`src/rtl/cpu_branch_resolver.sv`:
```
// Branch/jump resolver: registers one control-transfer op, evaluates it, and
// reports direction/next PC, flushing and redirecting fetch on a mispredict.

module cpu_branch_tester #(
   parameter int unsigned XLEN = 32
) (
   input  logic [2:0]      funct3,
   input  logic [XLEN-1:0] a,
   input  logic [XLEN-1:0] b,
   output logic            cond_c
);
   // Unmapped condition codes never take the branch
   always_comb begin
      cond_c = 1'b0;
      case (funct3)
         3'b000:  cond_c = (a == b);
         3'b001:  cond_c = (a != b);
         3'b100:  cond_c = ($signed(a) <  $signed(b));
         3'b101:  cond_c = ($signed(a) >= $signed(b));
         3'b110:  cond_c = (a <  b);
         3'b111:  cond_c = (a >= b);
         default: cond_c = 1'b0;
      endcase
   end
endmodule

module cpu_branch_resolver #(
   parameter int unsigned XLEN        = 32,
   parameter int unsigned CNT_W       = 16,
   parameter bit          ALIGN_CHECK = 1'b1
) (
   input  logic             clk,
   input  logic             rst_n,
   input  logic             req_valid,
   output logic             req_ready,
   input  logic [2:0]       funct3,
   input  logic             is_jal,
   input  logic             is_jalr,
   input  logic [XLEN-1:0]  operand_a,
   input  logic [XLEN-1:0]  operand_b,
   input  logic [XLEN-1:0]  pc,
   input  logic [XLEN-1:0]  imm,
   input  logic             predicted_taken,
   output logic             done,
   output logic             taken,
   output logic [XLEN-1:0]  next_pc,
   output logic             flush,
   output logic             redirect_valid,
   output logic [XLEN-1:0]  redirect_pc,
   input  logic             redirect_ack,
   output logic             misalign,
   output logic [CNT_W-1:0] mispredict_count
);
   typedef enum logic [1:0] {IDLE, EVAL, REDIRECT} state_t;

   localparam logic [CNT_W-1:0] CNT_MAX = '1;

   state_t            state, state_nx;
   logic [2:0]        funct3_q;
   logic              jal_q, jalr_q, pred_q;
   logic [XLEN-1:0]   a_q, b_q, pc_q, imm_q;

   logic              capture;
   logic              cond_c;
   logic              br_taken;
   logic              misal;
   logic [XLEN-1:0]   sum_a, sum_pc, target, res_pc;

   logic              done_nx, taken_nx, flush_nx, misalign_nx, redirect_valid_nx, req_ready_nx;
   logic [XLEN-1:0]   next_pc_nx, redirect_pc_nx;
   logic [CNT_W-1:0]  cnt_nx;

   cpu_branch_tester #(.XLEN(XLEN)) u_tester (
      .funct3 (funct3_q),
      .a      (a_q),
      .b      (b_q),
      .cond_c (cond_c)
   );

   // Resolution datapath on the registered operands; jalr wins over jal
   always_comb begin
      sum_a    = a_q + imm_q;
      sum_pc   = pc_q + imm_q;
      target   = jalr_q ? (sum_a & ~XLEN'(1)) : sum_pc;
      br_taken = jal_q | jalr_q | cond_c;
      res_pc   = br_taken ? target : (pc_q + XLEN'(4));
      misal    = ALIGN_CHECK && br_taken && (target[1:0] != 2'b00);
   end

   always_comb begin
      state_nx          = state;
      capture           = 1'b0;
      done_nx           = 1'b0;
      flush_nx          = 1'b0;
      misalign_nx       = 1'b0;
      taken_nx          = taken;
      next_pc_nx        = next_pc;
      redirect_valid_nx = redirect_valid;
      redirect_pc_nx    = redirect_pc;
      cnt_nx            = mispredict_count;
      case (state)
         IDLE: begin
            if (req_valid && req_ready) begin
               capture  = 1'b1;
               state_nx = EVAL;
            end
         end
         EVAL: begin
            taken_nx   = br_taken;
            next_pc_nx = res_pc;
            if (misal) begin
               misalign_nx = 1'b1;
               done_nx     = 1'b1;
               state_nx    = IDLE;
            end else if (br_taken == pred_q) begin
               done_nx  = 1'b1;
               state_nx = IDLE;
            end else begin
               flush_nx          = 1'b1;
               cnt_nx            = (mispredict_count == CNT_MAX) ? mispredict_count
                                                                 : mispredict_count + CNT_W'(1);
               redirect_pc_nx    = res_pc;
               redirect_valid_nx = 1'b1;
               state_nx          = REDIRECT;
            end
         end
         REDIRECT: begin
            if (redirect_ack) begin
               done_nx           = 1'b1;
               redirect_valid_nx = 1'b0;
               state_nx          = IDLE;
            end
         end
         default: state_nx = IDLE;
      endcase
      // Hold off acceptance during the retire pulse so done and accept never coincide
      req_ready_nx = (state_nx == IDLE) && !done_nx;
   end

   always_ff @(posedge clk or negedge rst_n) begin
      if (!rst_n) begin
         state            <= IDLE;
         req_ready        <= 1'b1;
         done             <= 1'b0;
         taken            <= 1'b0;
         next_pc          <= '0;
         flush            <= 1'b0;
         misalign         <= 1'b0;
         redirect_valid   <= 1'b0;
         redirect_pc      <= '0;
         mispredict_count <= '0;
         funct3_q         <= '0;
         jal_q            <= 1'b0;
         jalr_q           <= 1'b0;
         pred_q           <= 1'b0;
         a_q              <= '0;
         b_q              <= '0;
         pc_q             <= '0;
         imm_q            <= '0;
      end else begin
         state            <= state_nx;
         req_ready        <= req_ready_nx;
         done             <= done_nx;
         taken            <= taken_nx;
         next_pc          <= next_pc_nx;
         flush            <= flush_nx;
         misalign         <= misalign_nx;
         redirect_valid   <= redirect_valid_nx;
         redirect_pc      <= redirect_pc_nx;
         mispredict_count <= cnt_nx;
         if (capture) begin
            funct3_q <= funct3;
            jal_q    <= is_jal;
            jalr_q   <= is_jalr;
            pred_q   <= predicted_taken;
            a_q      <= operand_a;
            b_q      <= operand_b;
            pc_q     <= pc;
            imm_q    <= imm;
         end
      end
   end
endmodule
```
`config.mk`:
```
export PLATFORM = sky130hd
export DESIGN_NAME = cpu_branch_resolver
export DESIGN_NICKNAME = d
export VERILOG_FILES = /design/src/rtl/cpu_branch_resolver.sv
export SDC_FILE = /design/constraint.sdc
export NUM_CORES = 1
export LEC_CHECK = 0
export CAP_MARGIN = 20
export CORE_MARGIN = 3
export CORE_UTILIZATION = 45
export CTS_BUF_LIST = sky130_fd_sc_hd__clkbuf_4
export CTS_CLUSTER_DIAMETER = 80
export CTS_CLUSTER_SIZE = 25
export DETAILED_ROUTE_END_ITERATION = 8
export PLACE_DENSITY = 0.8
export SYNTH_ARGS = -nofsm -noshare
export SYNTH_HDL_FRONTEND = slang
export SYNTH_SLANG_ARGS = --single-unit
export TNS_END_PERCENT = 100
```
`constraint.sdc`:
```
create_clock -name clk -period 4.2 [get_ports clk]
set_clock_uncertainty 0.15 [all_clocks]
set_input_delay 0.42 -clock clk [delete_from_list [all_inputs] [get_ports clk]]
set_output_delay 0.42 -clock clk [all_outputs]
set_load 0.02 [all_outputs]
```
=== Word level (Yosys, flattened, before mapping) ===
Cells that the tools add are included.

* Bits in registers: 222
* Bits of input ports: 138
* Output and inout port bits: 86
* Logic and storage cells: 80

* $add $sub $neg: 4
* Order comparisons: 4
* Equal/unequal tests: 14
* Multiplexer cells: 23
* Bitwise logic cells: 5
* Reductions and logical operators: 12

{| class="wikitable"
|+ Operators by type and width
! kind !! count
|-
| 32-bit adder || 2
|-
| 32-bit >= comparator || 2
|-
| 32-bit less-than comparator || 2
|-
| 32-bit two-way mux || 2
|-
| 32-bit by 3-bit adder with 32-bit output (second input constant) || 1
|-
| 32-bit equality test || 1
|-
| 32-bit inequality test || 1
|-
| 16-bit by 1-bit adder with 16-bit output (second input constant) || 1
|-
| 16-bit equality test (second input constant) || 1
|-
| 1-bit two-way mux || 13
|-
| 3-bit equality test (second input constant) || 4
|-
| 2-bit two-way mux || 4
|-
| 4-bit AND reduction || 2
|-
| 2-bit inequality test (second input constant) || 3
|-
| 1-bit case mux with 6 select lines || 1
|-
| 2-bit case mux with 3 select lines || 1
|-
| 2-bit logical NOT || 2
|-
| 1-bit case mux with 2 select lines || 2
|-
| 2-bit nonzero test || 2
|-
| 3-bit by 1-bit equality test with 1-bit output (second input constant) || 1
|-
| 1-bit logical AND || 3
|-
| 3-bit logical NOT || 1
|-
| 1-bit inverter || 3
|-
| 3-bit AND reduction || 1
|-
| other kinds (5) || 6
|}

=== Logic depth before layout (Yosys ltp) ===
* Depth after elaboration: 9
* Mapped depth: 14
* Depth with buffers taken out: 13

=== Modules after synthesis ===
Synthesis repeated with hierarchy kept, for this count alone.

* Cell total of the unflattened synthesis: 1422
* Area total of the unflattened synthesis: 14109.8 um2

{| class="wikitable"
|+ By module, submodules not included
! module !! instances !! cells an instance !! area an instance (um2) !! seq. area each (um2)
|-
| cpu_branch_resolver || 1 || 1294 || 13186.4 || 5556.6
|-
| cpu_branch_tester || 1 || 128 || 923.4 || 0.0
|}

=== Worst setup path before layout ===
OpenSTA, ideal clock, no wires.

* Kind: register to register
* Start: register a_q[9]
* End: register mispredict_count[1]
* Library setup time: 0.128 ns
* Arrival: 3.375 ns
* Slack: 0.548 ns
* Stages on the path, launching flop included: 13
* Path buffers: 1
* Period minus slack after synthesis: 3.652 ns
* Path through: dfrtp_1 ha_1 a21oi_1 o21ai_1 a221o_1 a221oi_1 nand4_1 a311oi_4 mux2i_1 nand2b_4 buf_2 a31oi_2 mux2_1

* Cells in the longest elaborated chain, start to end: 6
* Elaborated cells on any way between the ends: 13

{| class="wikitable"
|+ RTL lines
! element !! line !! text
|-
| start, declared || 61 || <nowiki>logic [XLEN-1:0] a_q, b_q, pc_q, imm_q;</nowiki>
|-
| start signal, assigned || 176 || <nowiki>a_q <= operand_a;</nowiki>
|-
| 32-bit >= comparator (tied with other cells) || 21 || <nowiki>3'b111: cond_c = (a >= b);</nowiki>
|-
| 1-bit case mux with 6 select lines (*) || 15 || <nowiki>case (funct3)</nowiki>
|-
| 1-bit OR (*) || 85 || <nowiki>br_taken = jal_q | jalr_q | cond_c;</nowiki>
|-
| 1-bit equality test / 1-bit logical AND (equally long branches) || 115, 87 ||
|-
| 1-bit inverter (no source line) || - ||
|-
| 4-bit AND reduction (no source line) (*) || - ||
|-
| end signal, assigned || 170 || <nowiki>mispredict_count <= cnt_nx;</nowiki>
|-
| end, declared || 52 || <nowiki>output logic [CNT_W-1:0] mispredict_count</nowiki>
|}

Every way passes the cells marked *; elsewhere a longest branch is shown, timed or not.
A chain may end at the register's enable or synchronous reset.

=== Final worst setup path ===
* Start: register a_q[27]
* End: register redirect_pc[29]

* Cells in the longest elaborated chain, start to end: 6
* Elaborated cells on any way between the ends: 16

{| class="wikitable"
|+ RTL lines
! element !! line !! text
|-
| 32-bit >= comparator (tied with other cells) || 21 ||
|-
| 1-bit case mux with 6 select lines || 15 ||
|-
| 1-bit OR || 85 ||
|-
| 1-bit equality test / 1-bit logical AND (equally long branches) || 115, 87 ||
|-
| 1-bit inverter (no source line) || - ||
|-
| 3-bit AND reduction (no source line) || - ||
|-
| end signal, assigned || 169 || <nowiki>redirect_pc <= redirect_pc_nx;</nowiki>
|-
| end, declared || 49 || <nowiki>output logic [XLEN-1:0] redirect_pc,</nowiki>
|}

Several ways; a longest one is shown, not always the timed one.

==> flow_metrics.py <==
metrics = {
    "logic_synthesis": {
        "ys_ff_latch": 222,
        "synth_area_um2": 13500,
        "synth_nets": 1550,
        "ys_seq_area_frac": 0.411,
        "ys_warn_count": 0,
        "synth-main-ff-cell": "dfrtp_1",
        "syn_inst": 1311,
        "async_reset_ff_frac": 1.00,
        "synth_cell_types": 76,
        "synth_edf_count": 0,
        "synth_area_per_cell_um2": 10.3,
    },
    "critical_path": {
        "worst_setup_path_end_kind": "register",
        "startpoint_type": "register",
        "worst-path-max-fanout": 28,
        "crit_start": "a_q[27]",
        "critical_path_class": "register to register",
        "worstReg2RegStart": "a_q[27]",
        "arrival_ns": 4.37,
        "cp.required_ns": 4.66,
    },
    "drt": {
        "finalWirelength_mm": 36.2,
        "wl_per_cell_um": 18.8,
        "vias": 10895,
        "drt_iter0_markers": 922,
        "via_per_inst": 5.67,
        "drtPass1Iterations": 5,
        "ant_nets": 0,
        "drcViolationCount": 0,
    },
    "sta": {
        "finalHoldViolations": 0,
        "max_freq_mhz": 256,
        "max_slew_margin": 0.449,
        "tns_ns": 0,
        "worst_pin_slew_ns": 0.827,
        "post-route-period-util": 0.929,
        "final-max-slew-violation-count": 0,
        "setup_viol": 0,
        "rsz0062_at_grt": "no",
        "fin_crit_ns": 3.90,
    },
    "clock_tree": {
        "clock_path_buffers": 3,
        "htreeDepth": 1,
        "clk_pin_slew_worst_paths_ns": 0.24,
        "cts_buffers": 14,
        "cts_tree": "built",
        "cts_sinks": 222,
        "cts_root_buffer": "clkbuf_4",
        "clk_latency_ns": 0.72,
    },
    "floorplan": {
        "core_region_area_um2": 29200,
        "die_width_um": 179,
        "num_rows": 62,
        "start_util": 0.463,
        "die_y_um": 179,
        "io_pins": 224,
        "die-area_um2": 32100,
    },
    "min_path": {
        "min_from": "imm[9]",
        "hold_class": "input port to register",
    },
    "layout": {
        "regArea_um2": 5560,
        "layout.nets": 1767,
        "areaGrowthSynthToFinish_pct": 22.0,
        "layout-drive-gt1-share": 0.142,
        "num-fill-cells": 2561,
        "multi_input_area_um2": 7610,
    },
    "run_status": {
        "status": "finished, final reports clean",
    },
    "grt": {
        "antenna_found_initial": 3,
        "grt-ovfl-total": 0,
        "grtUsageTotal": 0.221,
        "grt_max_degree": 136,
        "grt_first_pass_wirelength_mm": 56.7,
        "grt_pass1_vias": 10572,
    },
    "place": {
        "gp_congestion": 0.936,
        "port_buffers": 223,
        "dp_hpwl_mm": 28.5,
    },
    "flow_run": {
        "maxCapViolations": 0,
    },
}
-- per-stage QoR --
stage                     area, µm²  hold slack (ns)  instances  worst slack, ns  utilization
after floorplan               13500          -0.0256       1311            0.548            -
after global placement        16200            0.313       1895            0.449        0.557
after detailed placement      16200            0.320       1895            0.335        0.557
after CTS                     16500           0.0812       1919            0.274        0.565
after global routing          16500           0.0863       1920           0.0293        0.565
final                         16500            0.134       1922            0.297        0.565
-- synthesized netlist by cell type (all sizes together) (6+ instances only) --
| library cell | n | area [µm²] |
|---|---|---|
| mux2 | 174 | 1960 |
| mux2i | 10 | 100 |
| nor3 | 13 | 70.1 |
| xnor2 | 49 | 429 |
| and3 | 13 | 81.3 |
| a31oi | 15 | 100 |
| a21boi | 10 | 75.1 |
| o21ai | 57 | 285 |
| ha | 99 | 1240 |
| dfrtp | 221 | 5530 |
| nand4 | 20 | 125 |
| a211oi | 17 | 133 |
| xor2 | 36 | 315 |
| a21oi | 94 | 470 |
| a21o | 22 | 165 |
| nand2 | 109 | 409 |
| o21a | 10 | 75.1 |
| nand3 | 40 | 200 |
| nand2b | 15 | 101 |
| o21bai | 7 | 52.6 |
| nor2b | 7 | 43.8 |
| or3 | 7 | 43.8 |
| clkbuf | 34 | 128 |
| o31ai | 8 | 60.1 |
| buf | 6 | 31.3 |
| nor2 | 68 | 255 |
| inv | 56 | 210 |
| and2 | 7 | 43.8 |
| o211ai | 14 | 105 |
-- cells by family after synthesis --
group | count (synthesis) | share of synthesized area
AO/OA/AOI/OAI | 299 | 0.144
multiplexers | 184 | 0.152
adder cells (fa/ha/maj) | 101 | 0.0946
buffers and inverters | 96 | 0.0273
XOR/XNOR | 85 | 0.0551
flip-flops | 222 | 0.411
AND/OR/NAND/NOR | 324 | 0.116
-- path summary, 6_finish.rpt --
check / to / slack [ns] / cells past startpoint
min in group asynchronous: next_pc[30] / 0.18 / 2
max in group asynchronous: imm_q[0] / 2.82 / 3
setup / recovery: redirect_pc[29] / 0.30 / 10
hold / removal: imm_q[9] / 0.13 / 2
hold reg to reg: mispredict_count[10] / 0.36 / 1
setup reg to reg: redirect_pc[29] / 0.30 / 10
-- cells in the final DEF, fill, tap and decap left out, types with 5 or more instances in the layout --
cell,instances
a211o_1,5
a211oi_1,16
a21boi_0,10
a21o_1,22
a21oi_1,94
a31oi_1,13
and2_1,7
and3_1,13
buf_4,15
clkbuf_4,16
clkdlybuf4s50_1,222
dfrtp_1,220
ha_1,98
inv_1,55
mux2_1,17
mux2_2,157
mux2i_1,10
nand2_1,109
nand2b_1,14
nand3_1,39
nand4_1,20
nor2_1,68
nor2b_1,7
nor3_1,12
o211ai_1,14
o21a_1,10
o21ai_0,46
o21ai_1,11
o21bai_1,7
o31ai_1,8
or2_2,5
or3_1,7
xnor2_1,49
xor2_1,36
-- layout make-up --
type	instances	share of cell area
antenna	3	0.000456
clock buffer	16	0.00729
clock inverter	7	0.00592
inverter	56	0.0128
multi-input combinational	993	0.462
sequential	222	0.337
tap	384	0.0292
timing repair buffer	241	0.146
-- timing repair --
action / CTS / global route
setup buffers: 0 / 0
hold endpoints to repair: 108 / 0
resized for setup: 0 / 0
hold buffers: 1 / 0
-- per-layer routing --
metal / wire, µm / part of all wire / vias to the layer above / track usage
li1: - / - / 5198 / -
met1: 17600 / 0.49 / 5281 / 0.339
met2: 15600 / 0.43 / 374 / 0.339
met3: 2420 / 0.067 / 40 / 0.0277
met4: 541 / 0.015 / 2 / 0.0399
met5: 13 / 0.00036 / - / 0
-- state kept, by name, summed over array words and instances, names as in the netlist, 2 cells and up --
name              cells
pc_q                 32
redirect_pc          32
imm_q                32
mispredict_count     16
a_q                  32
state                 2
funct3_q              3
b_q                  32
next_pc              32
-- critical path, cell delays in order, from the launching register on --
cell and delay (ns):
dfrtp_1 0.46, ha_1 0.33, nand4_1 0.17, nor4_2 0.56, a221oi_1 0.23, a31o_1 0.31
a311oi_4 0.42, mux2i_1 0.16, nand2b_4 0.17, inv_2 0.47, mux2_1 0.38
Power is not shown: default switching activity piles up to over one toggle a cycle in this logic, so the estimate is an artifact.
